==> src/rtl/arb_pkg.sv <==
// Shared arbitration-path definitions: grant FSM states and the default code
// width / grant timeout used by both the priority encoder and the grant decoder.
package arb_pkg;

    localparam int unsigned GD_N_SEL   = 2;
    localparam int unsigned GD_TIMEOUT = 15;

    typedef enum logic [1:0] {
        ST_IDLE    = 2'd0,
        ST_GRANT   = 2'd1,
        ST_RELEASE = 2'd2
    } gd_state_t;

    // Timeout counter width: enough to hold TIMEOUT, never narrower than one bit.
    function automatic int unsigned gd_cnt_width(input int unsigned timeout);
        return (timeout == 0) ? 1 : $clog2(timeout + 1);
    endfunction

endpackage

==> src/rtl/onehot_dec.sv <==
// Combinational N_SEL-to-2**N_SEL one-hot decoder, used for the grant vector
// and for selecting the granted unit's completion bit.
module onehot_dec #(
    parameter int unsigned N_SEL = 2
) (
    input  logic [N_SEL-1:0]      code_i,
    output logic [2**N_SEL-1:0]   onehot_o
);

    always_comb begin
        // NOTE: assign a default before the indexed write so every bit is driven on every path and no latch is inferred.
        onehot_o         = '0;
        onehot_o[code_i] = 1'b1;
    end

endmodule

==> src/rtl/grant_decoder.sv <==
// Sequential 2-to-4 grant decoder: latches an accepted code, holds a registered
// one-hot grant until the unit completes or the timeout expires, then releases.
module grant_decoder
    import arb_pkg::*;
#(
    parameter int unsigned N_SEL   = GD_N_SEL,
    parameter int unsigned TIMEOUT = GD_TIMEOUT
) (
    input  logic                  clk,
    input  logic                  rst_n,
    input  logic [N_SEL-1:0]      in_code,
    input  logic                  in_valid,
    output logic                  in_ready,
    output logic [2**N_SEL-1:0]   gnt,
    output logic                  gnt_valid,
    input  logic [2**N_SEL-1:0]   done,
    output logic                  timeout_err,
    output logic                  busy
);

    localparam int unsigned N_GNT = 2**N_SEL;
    localparam int unsigned CNT_W = gd_cnt_width(TIMEOUT);
    localparam logic [CNT_W-1:0] CNT_LAST = CNT_W'((TIMEOUT == 0) ? 0 : TIMEOUT - 1);
    localparam logic [CNT_W-1:0] CNT_MAX  = '1;

    gd_state_t          state_q;
    logic [N_SEL-1:0]   code_q;
    logic [CNT_W-1:0]   cnt_q;
    logic [N_GNT-1:0]   gnt_q;
    logic               timeout_err_q;

    logic [N_GNT-1:0]   in_onehot;
    logic [N_GNT-1:0]   code_onehot;
    logic               done_hit;
    logic               expired;

    onehot_dec #(.N_SEL(N_SEL)) u_in_dec (
        .code_i   (in_code),
        .onehot_o (in_onehot)
    );

    onehot_dec #(.N_SEL(N_SEL)) u_done_dec (
        .code_i   (code_q),
        .onehot_o (code_onehot)
    );

    // Only the granted unit's completion counts; other done bits are masked off.
    assign done_hit = |(done & code_onehot);
    assign expired  = (TIMEOUT != 0) && (cnt_q == CNT_LAST);

    always_ff @(posedge clk or negedge rst_n) begin
        if (!rst_n) begin
            state_q       <= ST_IDLE;
            code_q        <= '0;
            cnt_q         <= '0;
            gnt_q         <= '0;
            timeout_err_q <= 1'b0;
        end else begin
            // NOTE: sequential state uses non-blocking assignments so every flop samples pre-edge values.
            timeout_err_q <= 1'b0;
            unique case (state_q)
                ST_IDLE: begin
                    if (in_valid) begin
                        state_q <= ST_GRANT;
                        code_q  <= in_code;
                        cnt_q   <= '0;
                        gnt_q   <= in_onehot;
                    end
                end
                ST_GRANT: begin
                    if (cnt_q != CNT_MAX) begin
                        cnt_q <= cnt_q + 1'b1;
                    end
                    // Completion takes priority over a timeout expiring on the same edge.
                    if (done_hit) begin
                        state_q <= ST_RELEASE;
                        gnt_q   <= '0;
                    end else if (expired) begin
                        state_q       <= ST_RELEASE;
                        gnt_q         <= '0;
                        timeout_err_q <= 1'b1;
                    end
                end
                ST_RELEASE: begin
                    state_q <= ST_IDLE;
                end
                default: begin
                    state_q <= ST_IDLE;
                    gnt_q   <= '0;
                end
            endcase
        end
    end

    assign in_ready    = (state_q == ST_IDLE);
    assign busy        = (state_q != ST_IDLE);
    assign gnt         = gnt_q;
    assign gnt_valid   = |gnt_q;
    assign timeout_err = timeout_err_q;

endmodule

==> config.mk <==
export PLATFORM = sky130hd
export DESIGN_NAME = grant_decoder
export DESIGN_NICKNAME = d
export VERILOG_FILES = /design/src/rtl/arb_pkg.sv /design/src/rtl/onehot_dec.sv /design/src/rtl/grant_decoder.sv
export SDC_FILE = /design/constraint.sdc
export NUM_CORES = 1
export LEC_CHECK = 0
export ABC_AREA = 1
export CAP_MARGIN = 20
export CORE_AREA = 2 2 42 44
export DETAILED_ROUTE_END_ITERATION = 10
export DIE_AREA = 0 0 44 46
export PLACE_DENSITY_LB_ADDON = 0.2
export SLEW_MARGIN = 20
export SYNTH_ARGS = -nofsm -noshare
export SYNTH_HDL_FRONTEND = slang
export SYNTH_HIERARCHICAL = 1
export SYNTH_SLANG_ARGS = --single-unit
==> constraint.sdc <==
create_clock -name clk -period 1.2 [get_ports clk]
set_input_delay 0.36 -clock clk [delete_from_list [all_inputs] [get_ports clk]]
set_output_delay 0.36 -clock clk [all_outputs]
set_load 0.01 [all_outputs]
==> results.cfg <==
[synth]
avgSynthCellArea_um2 = 7.23
async_flop_share_pct = 100
yosysMostFrequentCell = nand2_1
synth-seq-cells = 13
yosys.area.top_type = dfrtp_1
yosys.area.top_type_share_pct = 47.4
synth_nets = 106
yosysSeqAreaShare_pct = 47.4
yosys_warnings = 6
synth_cell_types = 13
synth_edf_count = 0
synth_top_cells_by_area = dfrtp_1 (47%), nand2_1 (20%), nor2_1 (7.1%), inv_1 (6.0%), ha_1 (3.6%)
synth-main-ff-cell = dfrtp_1
syn_inst = 95
synth_common_cells = nand2_1 (36), dfrtp_1 (13), nor2_1 (13)
netlist_area_um2 = 687

[status]
violations = setup timing
outcome = finished, violations left

[drt]
route.detailed.drc = 0
ant_nets = 0
via_per_inst = 4.59
wl_met3_um = 49
vias = 661
top_layer = met4
first_iter_violations = 4
wl_per_cell_um = 10.9
drt-met1-wl_um = 641
met2WireLength_um = 858
drt-total-wl_mm = 1.58
dr.pass1.iters = 3

[power_and_ir_drop]
cellLeakagePower_uw = 0.000580
peakVddDrop_mv = 1.07
p_total_uw = 2500
power_density_mw_per_mm2 = 2390

[finish]
nets = 139
drive_gt1_share_pct = 37.0
finalNonFillerCells = 144
multiInputGateArea_um2 = 392
area_growth_pct = 52.3
fill_cells = 147
seq_area_um2 = 325
diodes = 0

[timing]
rsz0062_at_grt = yes
drv_slew = 0
finalCritPeriodShare_pct = 113
setup_slack_ns = -0.161
fmax_mhz = 735
relSlewSlack_pct = 83.8
timing.final.crit_period_ns = 1.36
worst_pin_slew_ns = 0.242
finClkSkew_ns = 0.0109
setup_viol = 12
finalHoldViolations = 0

[setup_path]
path_cells = nor2_2 > inv_1 > buf_2
cp_slowest_stage_delay_ns = 0.39
worstSetupPathType = flop to output port
crit_path_max_fanout = 3
path_buf_inv = 2
reg2regPathDepth = 6
cp.arrival_ns = 1.00
critPathCapture = busy
critPathLaunch = state_q[1]$_DFFE_PN0P_
r2r_setup_slack_ns = -0.07
cp_num_cells = 3
critPathCaptureType = output port
slowest_stage = dfrtp_1
critPathTopFamily = flip-flops
required_ns = 0.84
crit-reg2reg-capture = cnt_q[2]$_DFFE_PN0P_
start_kind = flop
worstReg2RegStart = cnt_q[1]$_DFFE_PN0P_

[global_routing]
overflow = 0
grt_max_degree = 14
grt.total_usage_pct = 18.2
grt_pass1_wl_mm = 2.59
grt_pass1_vias = 638
antenna_found_initial = 0

[placed_design]
dp_slack_ns = -0.217
place.gp.congestion = 0.843
hpwl_mm = 1.04
io_buffers = 16
dp_cells = 134

[flow_run]
drv_cap = 0

[clocking]
clk_path_buf_depth = 2
holdBufCountCts = 0
cts.sinks = 13
insertion_delay_ns = 0.28
clk_pin_slew_ns = 0.09
clock-root-buffer = clkbuf_4
cts_tree = yes
cts_buffers = 3
htree_levels = 1

[floorplan]
boundaryPins = 17
die_h_um = 46
dieWidth_um = 44
floorplan.initialDensity_pct = 42.6
rows = 15
core_area_mm2 = 0.00161
die_area_mm2 = 0.00202

[worst_hold_path]
hp-class = input port to asynchronous set/reset pin
[per-stage QoR]
step	hold WS [ns]	utilization, %	instance area (µm²)	setup TNS [ns]
5_1_grt	0.371	64.8	1050	-1.90
4_1_cts	0.375	61.6	995	-0.569
6_report	0.373	64.8	1050	-0.892
2_1_floorplan	0.0644	-	687	0
3_3_place_gp	0.490	56.6	913	-2.22
3_5_place_dp	0.492	56.6	913	-2.37
[logic make-up (layout without fill, tap and decap cells)]
group                      Yosys count  after routing  synth area share (%)
buffers and inverters               14             46                  7.65
AOI/OAI and AO/OA                    4              4                  2.91
DFF                                 13             13                  47.4
adders and majority gates            2              2                  3.64
and+or+nand+nor                     62             62                  38.4
[cell usage in the layout, fill, tap and decap left out, types with 2 or more instances in the layout]
| master | Yosys | layout |
|---|---|---|
| clkdlybuf4s50_1 | 0 | 7 |
| clkbuf_4 | 0 | 3 |
| nand3_1 | 5 | 4 |
| buf_6 | 0 | 2 |
| inv_2 | 3 | 3 |
| nand2_4 | 0 | 2 |
| nand2_2 | 4 | 5 |
| nor2_1 | 13 | 12 |
| dfrtp_1 | 13 | 13 |
| nand2_1 | 36 | 32 |
| buf_4 | 0 | 10 |
| inv_1 | 11 | 9 |
| nor2_2 | 2 | 2 |
| nor2_4 | 1 | 2 |
| buf_2 | 0 | 8 |
[where the power goes]
part | total [µW] | internal, µW | switching (µW) | leakage [µW]
clock | 273 | 123 | 149 | 0.0000177
sequential | 734 | 585 | 148 | 0.000172
combinational | 1490 | 688 | 805 | 0.000391
[worst min path at each step]
stage                           endpoint  slack (ns)
CTS                 cnt_q[0]$_DFFE_PN0P_        0.37
finish              cnt_q[0]$_DFFE_PN0P_        0.37
detailed placement    gnt[1]$_DFFE_PN0P_        0.49
global route          gnt[0]$_DFFE_PN0P_        0.37
global placement      gnt[3]$_DFFE_PN0P_        0.49
floorplan           cnt_q[0]$_DFFE_PN0P_        0.06
[per-layer routing]
metal	up-vias	GRT usage [%]
met5	-	0
met4	0	9.09
met3	2	3.57
met2	12	32.9
met1	298	20.1
li1	349	-
[state kept, by name, indices dropped and copies added, names as in the netlist]
| signal | cells |
|---|---|
| cnt_q | 4 |
| timeout_err | 1 |
| gnt | 4 |
| code_q | 2 |
| state_q | 2 |
[repair_timing]
item | in CTS | in global routing
gates resized for setup | 44 | 15
setup buffers | 6 | 3
setup endpoints to repair | 12 | 20
pin swaps | 6 | 7
cloned | 0 | 0
[worst register-to-register path, stage by stage, from the launching register on]
cell,delay (ns)
dfrtp_1,0.44
ha_2,0.24
nand3_1,0.11
nand2_4,0.13
inv_4,0.04
a21oi_1,0.13
nor2_1,0.08
[final cells by class]
type	instances	share of cell area, %
clock buffer	3	2.15
clock inverter	1	0.478
inverter	14	5.74
multi-input combinational	68	37.4
sequential	13	31.1
tap	17	2.03
timing repair buffer	28	21.1
Note: power is estimated with default switching activity, not from simulation.
